==> src/rtl/icache_fill_ctrl_pkg.sv <==
// Shared types for the instruction-cache miss/fill controller.
package icache_fill_ctrl_pkg;

    typedef enum logic [2:0] {
        IDLE,
        REQ,
        FILL,
        DONE,
        FENCE
    } icache_fill_state_t;

endpackage

==> src/rtl/icache_fill_ctrl_cycler.sv <==
// One-hot rotate-left by one position, wrapping MSB to LSB; used for victim selection.
module icache_fill_ctrl_cycler #(
    parameter int WAYS = 2
) (
    input  logic [WAYS-1:0] cur,
    output logic [WAYS-1:0] nxt
);

    generate
        if (WAYS == 1) begin : g_single
            assign nxt = cur;
        end else begin : g_rotate
            assign nxt = {cur[WAYS-2:0], cur[WAYS-1]};
        end
    endgenerate

endmodule

==> src/rtl/icache_fill_ctrl.sv <==
// Instruction-cache miss handler: victim select, memory line fill, tag update and ifence sweep.
module icache_fill_ctrl
    import icache_fill_ctrl_pkg::*;
#(
    parameter int WAYS        = 2,
    parameter int LINE_ADDR_W = 4,
    parameter int TAG_W       = 20,
    parameter int SUB_LINE_W  = 2
) (
    input  logic                              clk,
    input  logic                              rst,
    input  logic                              miss_req,
    input  logic [TAG_W-1:0]                  miss_tag,
    input  logic [LINE_ADDR_W-1:0]            miss_line_addr,
    input  logic [SUB_LINE_W-1:0]             miss_word,
    input  logic                              ifence_req,
    output logic                              mem_req,
    output logic [TAG_W+LINE_ADDR_W-1:0]      mem_addr,
    input  logic                              mem_ack,
    input  logic                              mem_rvalid,
    input  logic [31:0]                       mem_rdata,
    output logic                              data_we,
    output logic [WAYS-1:0]                   data_way,
    output logic [LINE_ADDR_W+SUB_LINE_W-1:0] data_addr,
    output logic [31:0]                       data_wdata,
    output logic                              fwd_valid,
    output logic [31:0]                       fwd_data,
    output logic                              update,
    output logic [WAYS-1:0]                   update_way,
    output logic                              ifence,
    output logic [LINE_ADDR_W-1:0]            ifence_addr,
    output logic                              busy,
    output logic                              fill_done
);

    localparam logic [SUB_LINE_W-1:0]  LAST_BEAT = '1;
    localparam logic [LINE_ADDR_W-1:0] LAST_LINE = '1;

    icache_fill_state_t     state;
    logic [TAG_W-1:0]       tag_r;
    logic [LINE_ADDR_W-1:0] line_r;
    logic [SUB_LINE_W-1:0]  word_r;
    logic [WAYS-1:0]        victim_r;
    logic [WAYS-1:0]        victim_ptr;
    logic [WAYS-1:0]        victim_next;
    logic [SUB_LINE_W-1:0]  beat_cnt;
    logic [LINE_ADDR_W-1:0] fence_cnt;
    logic                   fence_pending;

    icache_fill_ctrl_cycler #(.WAYS(WAYS)) u_cycler (
        .cur (victim_ptr),
        .nxt (victim_next)
    );

    // NOTE: every register here uses <= so all updates see the pre-edge state, and the
    // async reset branch clears the partial line and any pending fence at once.
    always_ff @(posedge clk or negedge rst) begin
        if (!rst) begin
            state         <= IDLE;
            tag_r         <= '0;
            line_r        <= '0;
            word_r        <= '0;
            victim_r      <= '0;
            victim_ptr    <= WAYS'(1);
            beat_cnt      <= '0;
            fence_cnt     <= '0;
            fence_pending <= 1'b0;
        end else begin
            // A fence arriving mid-fill is deferred until the line is committed.
            if (ifence_req && (state inside {REQ, FILL, DONE}))
                fence_pending <= 1'b1;

            case (state)
                IDLE: begin
                    if (ifence_req || fence_pending) begin
                        state <= FENCE;
                    end else if (miss_req) begin
                        state    <= REQ;
                        tag_r    <= miss_tag;
                        line_r   <= miss_line_addr;
                        word_r   <= miss_word;
                        victim_r <= victim_ptr;
                    end
                end
                REQ: begin
                    if (mem_ack) begin
                        state    <= FILL;
                        beat_cnt <= '0;
                    end
                end
                FILL: begin
                    if (mem_rvalid) begin
                        beat_cnt <= beat_cnt + 1'b1;
                        if (beat_cnt == LAST_BEAT)
                            state <= DONE;
                    end
                end
                DONE: begin
                    victim_ptr <= victim_next;
                    state      <= (fence_pending || ifence_req) ? FENCE : IDLE;
                end
                FENCE: begin
                    fence_cnt <= fence_cnt + 1'b1;
                    if (fence_cnt == LAST_LINE) begin
                        state         <= IDLE;
                        fence_cnt     <= '0;
                        fence_pending <= 1'b0;
                    end
                end
                default: state <= IDLE;
            endcase
        end
    end

    // Strobes decode straight from state so a reset drops them without waiting for a clock.
    assign busy        = (state != IDLE);
    assign mem_req     = (state == REQ);
    assign mem_addr    = {tag_r, line_r};

    assign data_we     = (state == FILL) && mem_rvalid;
    assign data_way    = data_we ? victim_r : '0;
    assign data_addr   = {line_r, beat_cnt};
    assign data_wdata  = data_we ? mem_rdata : '0;

    assign fwd_valid   = data_we && (beat_cnt == word_r);
    assign fwd_data    = fwd_valid ? mem_rdata : '0;

    assign update      = (state == DONE);
    assign update_way  = update ? victim_r : '0;
    assign fill_done   = update;

    assign ifence      = (state == FENCE);
    assign ifence_addr = fence_cnt;

endmodule
==> config.mk <==
export PLATFORM = sky130hd
export DESIGN_NAME = icache_fill_ctrl
export DESIGN_NICKNAME = d
export VERILOG_FILES = /design/src/rtl/icache_fill_ctrl_pkg.sv /design/src/rtl/icache_fill_ctrl_cycler.sv /design/src/rtl/icache_fill_ctrl.sv
export SDC_FILE = /design/constraint.sdc
export NUM_CORES = 1
export LEC_CHECK = 0
export CORE_MARGIN = 1.5
export CORE_UTILIZATION = 37
export DETAILED_ROUTE_END_ITERATION = 10
export PLACE_DENSITY = 0.84
export REMOVE_ABC_BUFFERS = 1
export SLEW_MARGIN = 40
export SYNTH_ARGS = -nofsm -noshare
export SYNTH_HDL_FRONTEND = slang
export SYNTH_SLANG_ARGS = --single-unit
==> constraint.sdc <==
create_clock -name clk -period 4.77 [get_ports clk]
set_input_delay 0.7155 -clock clk [delete_from_list [all_inputs] [get_ports clk]]
set_output_delay 0.7155 -clock clk [all_outputs]
set_load 0.05 [all_outputs]
==> impl_metrics.yaml, run 1 <==
finish:
  syn_to_final_growth_pct: 78.72
  diodes: 0
  fin_nets: 441
  drive_above_1_share_pct: 11.97
  fin_cells: 451
  fill_cells: 460
  final_util_pct: 69.47
timing:
  tightest_slew_ns: 0.5464
  fin_crit_sh_pct: 74.10
  min_period_ns: 3.534
  relSlewSlack_pct: 63.46
  drv_slew: 0
  setup_viol: 0
  fmax_mhz: 282.9
  rsz0062_at_grt: "no"
  hold_viol_final: 0
  finalHoldWorstSlack_ns: 0.3911
  fin_tns_setup_ns: 0
  fin_skew_ns: 0.01124
synth:
  yosys-top-cells-area: "dfrtp_1 (42%), mux2_4 (13%), and2_1 (9.7%), nor2b_1 (8.1%), mux2_2 (4.8%)"
  syn_inst: 212
  synth_top_area_share_pct: 41.91
  yosys.area.top_type: "dfrtp_1"
  async_flop_share_pct: 100.0
  synth_flop_cell: "dfrtp_1"
  netlist_top_cells_count: "dfrtp_1 (39), and2_1 (36), nor2b_1 (30)"
  synth.cell_area_um2: 2328
  yosys.cell_count.top_type: "dfrtp_1"
  avgSynthCellArea_um2: 10.98
  synth_edf_count: 0
  synth_warnings: 0
  synth_cell_types: 33
  ys_seq_area_share_pct: 43.04
  ys_ff_latch: 40
drt:
  routed_wl_um: 6821
  drc: 0
  wl_per_cell_um: 15.12
  final_antenna_net_count: 0
  drtIter0Drc: 22
  viasPerCell: 4.718
  route.vias.total: 2128
  dr.pass1.iters: 4
critical_path:
  regToRegSetupSlack_ns: 2.90
  rr_startpoint: "state[1]"
  crit_fanout: 38
  arrival_ns: 2.82
  cp.required_ns: 4.05
  worstSetupPathType: "primary input to output port"
  worst-r2r-cell-count: 3
  startpoint_type: "primary input"
  cp-end-kind: "output port"
  reg2reg_to: "tag_r[9]"
clock_network:
  post_cts_buffers: 0
  cts_sinks: 40
  holdBufCountCts: 0
  clkTransAtPathRegs_ns: 0.07
  htreeDepth: 2
  cts_tree: "built"
  cts_resized: 0
  cts_buffers: 5
  clockBufferDepth: 2
  clockRootBuffer: "clkbuf_8"
  worstSkewPairLatency_ns: 0.29
floorplanning:
  rows: 28
  die_width_um: 82.33
  die_area_um2: 6778
  initial_core_util_pct: 38.87
  core-area_um2: 5991
  ioPinCount: 173
  die_y_um: 82.33
power:
  finalPower_mw: 2.192
  p_per_area_nw_per_um2: 526.7
  static-leakage-power_nw: 1.774
  ir_drop_mv: 0.5525
placement:
  io_buffers: 172
  place_hpwl_um: 5354
  placed_cells: 443
  gp_congestion: 0.8055
global_route:
  grt_max_degree: 41
  grt_pass1_vias: 1946
  antenna_found_initial: 0
  gr-total-overflow: 0
  grt_usage_pct: 19.19
  grt_pass1_wl_um: 9646
min_path:
  min_path_type: "primary input to asynchronous set/reset pin"
outcome:
  status: "finished clean"
flow_run:
  cap_violations: 0
routing by layer:
layer | global-route usage [%] | wire length, µm | up-vias
li1 | - | - | 1021
met1 | 20.00 | 2477 | 990
met2 | 36.10 | 3513 | 109
met3 | 6.703 | 739 | 8
met4 | 5.085 | 91 | 0
met5 | 0 | 0 | -
flip-flops by register name, indices dropped and copies added (netlist names):
name,cells
tag_r,20
state,3
fence_pending,1
word_r,2
victim_ptr,2
ifence_addr,4
beat_cnt,2
victim_r,2
line_r,4
worst max-delay path, cell delays in order:
cell             delay (ns)
clkdlybuf4s50_1        0.49
and3_1                 0.16
buf_4                  0.28
and2_1                 0.20
nor2b_1                0.15
clkdlybuf4s50_1        0.82
power by group:
| group | total [mW] | switching, mW | internal (mW) |
|---|---|---|---|
| Sequential | 0.588 | 0.115 | 0.473 |
| Combinational | 1.28 | 0.784 | 0.495 |
| Clock | 0.326 | 0.117 | 0.209 |
| Total | 2.19 | 1.02 | 1.18 |
worst max path at each step:
stage	startpoint	endpoint	slack, ns	depth (start not counted)
floorplan	mem_rvalid	fwd_data[0]	1.15	3
global placement	mem_rvalid	fwd_data[9]	1.22	6
detailed placement	mem_rvalid	fwd_data[25]	1.21	6
CTS	mem_rvalid	fwd_data[25]	1.21	6
global route	mem_rvalid	fwd_data[25]	1.10	6
finish	mem_rvalid	fwd_data[25]	1.24	6
through the flow:
step	area [µm²]	worst slack, ns
floorplan	2206	1.148
global placement	4024	1.223
detailed placement	4029	1.212
CTS	4161	1.212
global route	4161	1.095
finish	4161	1.236
logic make-up (layout without fill, tap and decap cells):
kind of cell             Yosys count  after routing  synth area share [%]
AO/OA/AOI/OAI                     13             13                 3.332
XOR/XNOR                           3              3                 1.129
adder cells (fa/ha/maj)            2              2                 1.075
buffers and inverters             21            185                 5.910
flip-flops                        40             40                 43.04
multiplexers                      32             32                 18.59
AND/OR/NAND/NOR                  101            101                 26.92
cells in the final DEF, fill, tap and decap left out, drive strengths merged, types with 2 or more instances in the layout:
cell | netlist | final
nand4 | 3 | 3
ha | 2 | 2
nor2b | 30 | 30
clkbuf | 5 | 6
nor2 | 4 | 4
clkdlybuf4s50 | 0 | 171
o21ai | 5 | 5
buf | 12 | 2
and3 | 3 | 3
dfrtp | 39 | 39
inv | 4 | 4
xnor2 | 3 | 3
and2 | 36 | 36
nand3b | 2 | 2
nand2 | 13 | 13
mux2i | 2 | 2
bufinv | 0 | 2
a21oi | 4 | 4
nand3 | 3 | 3
mux2 | 30 | 30
and2b | 4 | 4
cell type report:
type / instances / area (µm²) / share of cell area (%)
multi-input combinational: 151 / 1191 / 28.62
timing repair buffer: 173 / 1727 / 41.49
clock buffer: 6 / 72.57 / 1.744
inverter: 4 / 15.01 / 0.3608
tap: 75 / 93.84 / 2.255
clock inverter: 2 / 60.06 / 1.443
sequential: 40 / 1002 / 24.08
Note: power is estimated with default switching activity, not from simulation.
==> run 2: changes to the inputs <==
--- a/config.mk
+++ b/config.mk
@@ -6,9 +6,9 @@
 export NUM_CORES = 1
 export LEC_CHECK = 0
 export CORE_MARGIN = 1.5
-export CORE_UTILIZATION = 37
+export CORE_UTILIZATION = 31
 export DETAILED_ROUTE_END_ITERATION = 10
-export PLACE_DENSITY = 0.84
+export PLACE_DENSITY = 0.75
 export REMOVE_ABC_BUFFERS = 1
 export SLEW_MARGIN = 40
 export SYNTH_ARGS = -nofsm -noshare
==> constraint.sdc (replaced) <==
create_clock -name clk -period 3.2 [get_ports clk]
set_input_delay 0.48 -clock clk [delete_from_list [all_inputs] [get_ports clk]]
set_output_delay 0.48 -clock clk [all_outputs]
set_load 0.05 [all_outputs]
==> impl_metrics.yaml, run 2 (synthesis results as in run 1) <==
global_route:
  grt_usage_pct: 18.21
  grt_max_degree: 41
  antenna_found_initial: 0
  grt_pass1_vias: 2120
  gr-total-overflow: 0
  grt_pass1_wl_um: 11070
floorplanning:
  rows: 31
  initial_core_util_pct: 32.10
  ioPinCount: 173
  die_y_um: 89.67
  core-area_um2: 7253
  die_area_um2: 8040
  die_width_um: 89.67
clock_network:
  holdBufCountCts: 0
  cts_buffers: 5
  clockBufferDepth: 2
  cts_resized: 0
  worstSkewPairLatency_ns: 0.29
  clockRootBuffer: "clkbuf_8"
  htreeDepth: 2
  cts_sinks: 40
  cts_tree: "built"
  clkTransAtPathRegs_ns: 0.08
  post_cts_buffers: 0
drt:
  routed_wl_um: 7663
  dr.pass1.iters: 4
  drtIter0Drc: 39
  viasPerCell: 4.502
  drc: 0
  route.vias.total: 2143
  wl_per_cell_um: 16.10
  final_antenna_net_count: 0
finish:
  final_common_cell: "clkdlybuf4s50_1"
  drive_above_1_share_pct: 30.24
  final_util_pct: 66.62
  top_register: "tag_r"
  syn_to_final_growth_pct: 107.5
  final_cell_area_um2: 4832
  diodes: 0
  fin_cells: 476
  fin_nets: 442
  final_cell_mix: "clkdlybuf4s50_1 (103), buf_12 (68), dfrtp_1 (39)"
  largest_reg_flops: 20
timing:
  setup_viol: 0
  drv_slew: 0
  fin_tns_setup_ns: 0
  min_period_ns: 2.799
  fmax_mhz: 357.3
  rsz0062_at_grt: "no"
  tightest_slew_ns: 0.5338
  relSlewSlack_pct: 64.30
  hold_viol_final: 0
  fin_skew_ns: 0.01275
  fin_crit_sh_pct: 87.47
placement:
  io_buffers: 172
  place_hpwl_um: 6237
  gp_congestion: 0.7878
  placed_cells: 468
  place_area_um2: 4745
critical_path:
  cp-end-kind: "output port"
  cp.required_ns: 2.72
  startpoint_type: "flip-flop"
  arrival_ns: 2.32
  crit_fanout: 9
  worstSetupPathType: "flip-flop to output port"
min_path:
  min_path_type: "primary input to asynchronous set/reset pin"
flow_run:
  cap_violations: 0
power:
  ir_drop_mv: 0.6615
  finalPower_mw: 3.127
  static-leakage-power_nw: 2.083
  p_per_area_nw_per_um2: 647.1
outcome:
  status: "finished clean"
## run 2: cell types whose count changed in the layout (fill, tap and decap cells not counted), sizes merged
cell	delta
clkinv	+3
buf	+69
bufinv	-2
clkdlybuf4s50	-68
clkbuf	-1
## run 2: stage by stage
step | worst slack, ns | hold slack [ns]
6_report | 0.4010 | 0.1556
5_1_grt | 0.2368 | 0.1965
3_5_place_dp | 0.5402 | 0.4719
2_1_floorplan | -0.1036 | 0.1844
3_3_place_gp | 0.5584 | 0.4536
4_1_cts | 0.3785 | 0.1692
## run 2: worst paths after layout
kind	startpoint	endpoint	slack (ns)	depth (start not counted)
setup / recovery	state[2]	update_way[0]	0.40	5
hold / removal	rst	tag_r[6]	0.16	1
setup reg to reg	state[1]	tag_r[15]	1.33	3
hold reg to reg	victim_ptr[0]	victim_ptr[0]	0.48	2
max in group asynchronous	rst	tag_r[15]	2.67	1
min in group clk	victim_ptr[0]	victim_ptr[0]	0.48	2
## run 2: area by class of cell
type | count | area [µm²]
tap | 99 | 123.9
inverter | 4 | 15.01
clock inverter | 3 | 18.77
fill | 548 | 2421
timing repair buffer | 174 | 2415
sequential | 40 | 1002
clock buffer | 5 | 68.82
multi-input combinational | 151 | 1189
## run 2: metal layers
layer / routed length (µm) / track usage [%] / vias to the layer above
met1: 2967 / 20.96 / 999
met5: 0 / 0 / -
met3: 665 / 5.027 / 12
li1: - / - / 1024
met4: 141 / 4.755 / 0
met2: 3889 / 33.18 / 108
## run 2: worst max-delay path: stages (launching register included)
cell	delay [ns]
dfrtp_1	0.51
inv_1	0.17
nand3_1	0.16
inv_1	0.22
and2_1	0.15
clkdlybuf4s50_1	0.81
## run 2: power by group
part / internal [mW] / switching (mW) / leakage, nW
Clock: 0.152 / 0.178 / 0.0479
Combinational: 0.751 / 1.17 / 1.53
Sequential: 0.705 / 0.169 / 0.500
Total: 1.61 / 1.52 / 2.08
